$ cat config.mk
export PLATFORM = sky130hd
export DESIGN_NAME = radix5_pair_issuer
export DESIGN_NICKNAME = d
export VERILOG_FILES = /design/src/rtl/radix5_pkg.sv /design/src/rtl/r5_frame_bank.sv /design/src/rtl/radix5_pair_issuer.sv
export SDC_FILE = /design/constraint.sdc
export NUM_CORES = 1
export LEC_CHECK = 0
export BUFFER_PORTS_ARGS = -buffer_cell sky130_fd_sc_hd__buf_4
export CAP_MARGIN = 10
export CORE_MARGIN = 2
export CORE_UTILIZATION = 55
export CTS_BUF_LIST = sky130_fd_sc_hd__clkbuf_8 sky130_fd_sc_hd__clkbuf_16
export CTS_CLUSTER_SIZE = 12
export DETAILED_ROUTE_END_ITERATION = 8
export PLACE_DENSITY_LB_ADDON = 0.15
export SYNTH_ARGS = -nofsm -noshare
export SYNTH_HDL_FRONTEND = slang
export SYNTH_HIERARCHICAL = 1
export SYNTH_SLANG_ARGS = --single-unit
$ cat constraint.sdc
create_clock -name clk -period 9.7 [get_ports clk]
set_input_delay 1.455 -clock clk [delete_from_list [all_inputs] [get_ports clk]]
set_output_delay 1.455 -clock clk [all_outputs]
set_load 0.05 [all_outputs]
$ cat src/rtl/radix5_pkg.sv
// Shared constants and index types for the radix-5 pair issuer.
// Sample words are carried as opaque bits; nothing here does arithmetic on them.
package radix5_pkg;
  localparam int DATA_W    = 32;
  localparam int FRAME_LEN = 5;
  localparam int NUM_PAIRS = FRAME_LEN - 1;
  localparam int PAIR_W    = $clog2(NUM_PAIRS);
  localparam int IDX_W     = $clog2(FRAME_LEN);

  typedef logic [PAIR_W-1:0] pair_t;
  typedef logic [IDX_W-1:0]  idx_t;
endpackage

$ cat src/rtl/r5_frame_bank.sv
// One 5-entry complex sample bank: single write port, a fixed read of entry 0
// and a selectable read of entry p+1 for the butterfly operand pair.
module r5_frame_bank
  import radix5_pkg::*;
#(
  parameter int DATA_W    = radix5_pkg::DATA_W,
  parameter int FRAME_LEN = radix5_pkg::FRAME_LEN
) (
  input  logic              clk,
  input  logic              we,
  input  idx_t              widx,
  input  logic [DATA_W-1:0] wr_re,
  input  logic [DATA_W-1:0] wr_img,
  input  pair_t             rsel,
  output logic [DATA_W-1:0] e0_re,
  output logic [DATA_W-1:0] e0_img,
  output logic [DATA_W-1:0] ep_re,
  output logic [DATA_W-1:0] ep_img
);
  logic [DATA_W-1:0] re_q  [FRAME_LEN];
  logic [DATA_W-1:0] img_q [FRAME_LEN];
  idx_t              pidx;

  // Storage is data only: no reset, contents are qualified by the owner's full flag.
  always_ff @(posedge clk) begin
    if (we) begin
      re_q[widx]  <= wr_re;
      img_q[widx] <= wr_img;
    end
  end

  assign pidx   = idx_t'(rsel) + idx_t'(1);
  assign e0_re  = re_q[0];
  assign e0_img = img_q[0];
  assign ep_re  = re_q[pidx];
  assign ep_img = img_q[pidx];
endmodule

$ cat src/rtl/radix5_pair_issuer.sv
// Ping-pong frame buffer that collects 5-sample complex frames and issues them
// as four (x0, x[p+1]) operand pairs for a half-FFT radix-5 butterfly.
module radix5_pair_issuer
  import radix5_pkg::*;
#(
  parameter int DATA_W    = radix5_pkg::DATA_W,
  parameter int FRAME_LEN = radix5_pkg::FRAME_LEN
) (
  input  logic              clk,
  input  logic              rst,
  input  logic              in_valid,
  output logic              in_ready,
  input  logic [DATA_W-1:0] in_re,
  input  logic [DATA_W-1:0] in_img,
  input  logic              in_last,
  output logic [DATA_W-1:0] a_re,
  output logic [DATA_W-1:0] a_img,
  output logic [DATA_W-1:0] b_re,
  output logic [DATA_W-1:0] b_img,
  output logic              out_valid,
  input  logic              out_ready,
  output pair_t             out_pair,
  output logic              out_last,
  output logic              frame_err
);
  localparam idx_t  LAST_IDX  = idx_t'(FRAME_LEN - 1);
  localparam pair_t LAST_PAIR = pair_t'(NUM_PAIRS - 1);

  logic [1:0] full, full_nxt;
  logic       wr_bank, rd_bank;
  idx_t       wr_idx;
  pair_t      pair;
  logic       frame_err_q;

  logic       accept, last_slot, frame_done, frame_bad;
  logic       fire, drain_done;

  logic [DATA_W-1:0] e0_re  [2];
  logic [DATA_W-1:0] e0_img [2];
  logic [DATA_W-1:0] ep_re  [2];
  logic [DATA_W-1:0] ep_img [2];

  assign in_ready   = ~full[wr_bank];
  assign accept     = in_valid & in_ready;
  assign last_slot  = (wr_idx == LAST_IDX);
  assign frame_done = accept & last_slot & in_last;
  assign frame_bad  = accept & (in_last ^ last_slot);

  assign out_valid  = full[rd_bank];
  assign fire       = out_valid & out_ready;
  assign drain_done = fire & (pair == LAST_PAIR);

  for (genvar g = 0; g < 2; g++) begin : g_bank
    r5_frame_bank #(
      .DATA_W    (DATA_W),
      .FRAME_LEN (FRAME_LEN)
    ) u_bank (
      .clk    (clk),
      .we     (accept && (wr_bank == 1'(g))),
      .widx   (wr_idx),
      .wr_re  (in_re),
      .wr_img (in_img),
      .rsel   (pair),
      .e0_re  (e0_re[g]),
      .e0_img (e0_img[g]),
      .ep_re  (ep_re[g]),
      .ep_img (ep_img[g])
    );
  end

  // Fill and drain always target different banks, so both updates can land together.
  always_comb begin
    full_nxt = full;
    if (frame_done) full_nxt[wr_bank] = 1'b1;
    if (drain_done) full_nxt[rd_bank] = 1'b0;
  end

  always_ff @(posedge clk) begin
    if (rst) begin
      full        <= '0;
      wr_bank     <= 1'b0;
      rd_bank     <= 1'b0;
      wr_idx      <= '0;
      pair        <= '0;
      frame_err_q <= 1'b0;
    end else begin
      full        <= full_nxt;
      frame_err_q <= frame_bad;
      if (accept) begin
        if (frame_bad) begin
          wr_idx <= '0;
        end else if (last_slot) begin
          wr_idx  <= '0;
          wr_bank <= ~wr_bank;
        end else begin
          wr_idx <= wr_idx + idx_t'(1);
        end
      end
      if (fire) begin
        if (drain_done) begin
          pair    <= '0;
          rd_bank <= ~rd_bank;
        end else begin
          pair <= pair + pair_t'(1);
        end
      end
    end
  end

  // The read bank cannot be written while it is full, so the operands hold under stall.
  assign a_re      = e0_re[rd_bank];
  assign a_img     = e0_img[rd_bank];
  assign b_re      = ep_re[rd_bank];
  assign b_img     = ep_img[rd_bank];
  assign out_pair  = pair;
  assign out_last  = out_valid & (pair == LAST_PAIR);
  assign frame_err = frame_err_q;
endmodule
# Word-level counts from Yosys, hierarchy flattened
# Memory sizes are Yosys's and may differ from the RTL's.
# Cells that the tools add are included.
# Widths: inputs -> output; s select.
[op_classes] addsub=3 n_lt_le_gt_ge=5 n_eq_ne=2 muxes=29 bitwise=16 n_reduce_logical=6
[ops] cell="$mux 32" count=12
[ops] cell="$mux 1" count=10
[ops] cell="$and 1x1->1" count=7
[ops] cell="$mux 2" count=3
[ops] cell="$mux 3" count=2
[ops] cell="$logic_and 1x1->1" count=4
[ops] cell="$lt 1x2->1 const B" count=2
[ops] cell="$not 1->1" count=4
[ops] cell="$add 2x1->3 const B" count=1
[ops] cell="$add 3x1->3 const B" count=1
[ops] cell="$eq 3x3->1 const B" count=1
[ops] cell="$reduce_and 3->1" count=1
[ops] cell="$add 2x1->2 const B" count=1
[ops] cell="$and 2x2->2" count=1
[ops] cell="$demux 1 s1" count=2
[ops] cell="$eq 2x2->1 const B" count=1
[ops] cell="$ge 1x1->1 const B" count=2
[ops] cell="$ge 2x2->1 const B" count=1
[ops] cell="$not 1->2" count=1
[ops] cell="$not 2->2" count=1
[ops] cell="$or 2x2->2" count=1
[ops] cell="$reduce_and 2->1" count=1
[ops] cell="$xor 1x1->1" count=1
[word_totals] regBits=10 ramBits=640 wordCells=71 memories=4
[memory_table] name="g_bank[0].u_bank.img_q" words=5 width=32 rd=2 rd_clocked_by_memory_dff=0 write_ports=1 line="r5_frame_bank.sv:21" source="logic [DATA_W-1:0] img_q [FRAME_LEN];"
[memory_table] name="g_bank[0].u_bank.re_q" words=5 width=32 rd=2 rd_clocked_by_memory_dff=0 write_ports=1 line="r5_frame_bank.sv:20" source="logic [DATA_W-1:0] re_q [FRAME_LEN];"
[memory_table] name="g_bank[1].u_bank.img_q" words=5 width=32 rd=2 rd_clocked_by_memory_dff=0 write_ports=1 line="r5_frame_bank.sv:21"
[memory_table] name="g_bank[1].u_bank.re_q" words=5 width=32 rd=2 rd_clocked_by_memory_dff=0 write_ports=1 line="r5_frame_bank.sv:20"

# Longest topological paths before layout
[logic_depth] word_depth=9 ltp_mapped=7

# By module
# Netlist, hierarchy kept.
[modules_own_cells] mod="r5_frame_bank" n_inst=2 cells_per_inst=692 area_each_um2=12348.1
[modules_own_cells] mod="radix5_pair_issuer" n_inst=1 cells_per_inst=203 area_each_um2=2074.5

# Worst setup path before layout
# No wires, ideal clock.
[synth_timing] path_kind="input-to-reg" start="input in_valid" end="memory g_bank[0].u_bank.img_q[4][0] (enable)" setup_time_ns=0.578 arrival_ns=6.790 required_ns=9.122 path_slack_ns=2.332 path_stages=4 cell_sequence="clkbuf_1 > nor3b_1 > nand2b_1 > nor3b_1"
[synth_between] elab_chain_len=4
[synth_lines] item="from (decl)" line="radix5_pair_issuer.sv:11" source="input logic in_valid,"
[synth_lines] item="$and 1x1->1" line="radix5_pair_issuer.sv:44" source="assign accept = in_valid & in_ready;"
[synth_lines] item="$logic_and 1x1->1" line="radix5_pair_issuer.sv:59" source=".we (accept && (wr_bank == 1'(g))),"
[synth_lines] item="$mux 1" line="r5_frame_bank.sv:26" source="if (we) begin"
[synth_lines] item="$mux 1 (implied by the code)" line="r5_frame_bank.sv:28" source="img_q[widx] <= wr_img;"
[synth_lines] item="to (decl)" line="r5_frame_bank.sv:21"
# Every way passes these cells.

==> flow_summary.toml <==
[synthesis]
synth_flop_cell = "edfxtp_1"
syn_area_per_cell_um2 = 16.87
synth_edf_count = 640
syn_nets = 1661
synth_seq_cells = 650
synthArstFlopShare_pct = 0
synthCells = 1587
yosysWarnings = 6
yosysSeqAreaShare_pct = 72.54
syn_area_um2 = 26770
synth.distinct_cells = 40

[sta]
worst_slew_pin_slew_ns = 1.163
drv_slew = 0
skew_ns = 0.01563
finalSetupViolCount = 0
min_period_ns = 5.654
rsz0062_at_grt = "no"
period_share_pct = 58.29
fmax_mhz = 176.9
tns_ns = 0
slew_headroom_pct = 22.45
report.final.hold_viol_count = 0

[final_layout]
drive_above_1_share_pct = 26.70
area_growth_pct = 14.68
final_nets = 1860
design_area_um2 = 30700
seqCellArea_um2 = 19430
layout_common_cells = "edfxtp_1, buf_4, inv_1, a211oi_1, mux2i_1"
multi_input_area_um2 = 6340
fin_util_pct = 64.17
final_common_cell = "edfxtp_1"
fillCellCount = 3431

[cts]
cts_made_buffers = 68
cts_tree = "yes"
clock_latency_ns = 0.59
numClockSinks = 650
clockBufferDepth = 3
post_cts.repair.setup_buffers = 0
cts_max_level = 3
clockRootBuffer = "clkbuf_16"
clk_pin_slew_ns = 0.06
cts_resized = 0
postCtsHoldBufs = 0

[grt]
overflow = 0
grt_start_max_net_pins = 199
antenna_found_initial = 2
grt_usage_pct = 23.76
grt_pass1_vias = 14680
grt_pass1_wl_um = 89130

[setup_path]
crit_arrival_ns = 4.20
crit_top_cell = "buf_4"
required_ns = 8.25
slowest_delay_ns = 0.79
cpMaxStageDelayCell = "nor2_4"
worstSetupStartpointType = "flop"
setup.worst_path.class = "flop to output port"
r2r_end = "g_bank[0].u_bank/re_q[1][3]"
reg2reg_slack_ns = 6.86
cp_max_fo = 65
end_kind = "output port"
cp_cell_sequence = "ha_4, buf_4, nor2_4, buf_4, a221oi_1, mux2_2, buf_4"
rr_startpoint = "wr_bank"
rr_worst_depth = 4

[routing]
vias = 14600
ant_nets = 0
dr.pass1.iters = 5
totalWireLength_um = 60010
drt_iter0_drc = 1230
routedWlPerCell_um = 24.59
drc_errors = 0
via_per_inst = 5.982

[floorplanning]
num_rows = 80
die_area_um2 = 50450
core_um2 = 47850
die_w_um = 224.6
die_y_um = 224.6
initial_utilization_pct = 55.95
ios = 203

[min_path]
hold_end = "rd_bank"
hp-class = "flop to flop"
hold_start = "full[0]"
whs_path_depth = 2

[power_and_ir_drop]
cellPowerDensity_nw_per_um2 = 184.7
power_mw = 5.672
peakVddDrop_uv = 124.1
p_leak_nw = 10.26

[job]
cap_violations = 0

[place]
gp_congestion = 0.7618
hpwl_um = 31680
port_buffers = 202
dpl_cell_area_um2 = 28770

[run_status]
outcome = "finished clean"
cell type report:
class                           instances  share of cell area, %
Antenna cell                            1               0.008151
Clock buffer                           71                  5.787
Clock inverter                         37                 0.5094
Inverter                              135                  1.651
Multi-Input combinational cell        703                  20.65
Sequential cell                       650                  63.27
Tap cell                              615                  2.506
Timing Repair Buffer                  228                  5.616
cells in the mapped netlist, types with 8 or more instances:
master | instances | area share (%)
mux2_2 | 128 | 5.4
nor2_1 | 8 | 0.11
mux2i_1 | 129 | 4.8
edfxtp_1 | 640 | 72
a221oi_2 | 32 | 1.8
inv_1 | 135 | 1.9
a221oi_1 | 96 | 3.1
a211oi_1 | 130 | 3.6
buf_6 | 8 | 0.34
dfxtp_1 | 10 | 0.75
buf_4 | 29 | 0.81
clkbuf_1 | 32 | 0.45
buf_2 | 26 | 0.49
nor2b_1 | 128 | 3.0
how the worst max path moves through the flow:
stage                                        end        start  depth (start not counted)  slack [ns]
floorplan           g_bank[0].u_bank/img_q[4][0]     in_valid                          4        2.33
global placement                         b_re[8]  out_pair[0]                          7        4.71
detailed placement                      b_img[8]  out_pair[0]                          7        4.64
CTS                                     b_img[8]  out_pair[0]                          7        3.98
global route                            b_img[8]  out_pair[0]                          7        3.87
finish                                  b_img[8]  out_pair[0]                          7        4.05
logic make-up after synthesis:
group / synth area share, %
xor+xnor: 0.03272
mux: 10.26
fa+ha+maj: 0.2337
simple gates: 3.776
flops: 72.54
compound gates: 9.006
buf+inv: 4.155
sequential cells by signal, indices dropped and copies added, names as in the netlist:
name	cells
g_bank.u_bank/img_q	320
wr_bank	1
wr_idx	3
g_bank.u_bank/re_q	320
out_pair	2
full	2
rd_bank	1
frame_err	1
critical path, delay by kind of cell (launching register included):
| kind | cells | cell delay (ns) |
|---|---|---|
| buf+inv | 3 | 1.42 |
| fa+ha+maj | 1 | 0.26 |
| compound gates | 1 | 0.19 |
| flops | 1 | 0.53 |
| mux | 1 | 0.38 |
| simple gates | 1 | 0.79 |
per-layer routing:
layer	share of wire, %	wire, um	up-vias	track usage [%]
li1	-	-	6630	-
met1	44	26690	7463	34.03
met2	48	29050	424	38.30
met3	5.2	3131	78	3.331
met4	1.9	1121	2	7.242
met5	0.020	12	-	0
metrics by stage:
step / instances / setup WS [ns] / hold slack [ns]
floorplan: 1587 / 2.332 / 0.5168
global placement: 2331 / 4.707 / 0.5381
detailed placement: 2331 / 4.643 / 0.5492
CTS: 2439 / 3.980 / 0.5606
global route: 2440 / 3.870 / 0.6287
finish: 2440 / 4.046 / 0.5570
report_power, final:
part	switching [mW]	leakage, nW	total (mW)	internal [mW]
combinational	0.176	3.34	0.252	0.0760
sequential	0.0118	5.88	3.13	3.12
clock	0.982	1.04	2.29	1.31
(Power assumes the default switching activity.)
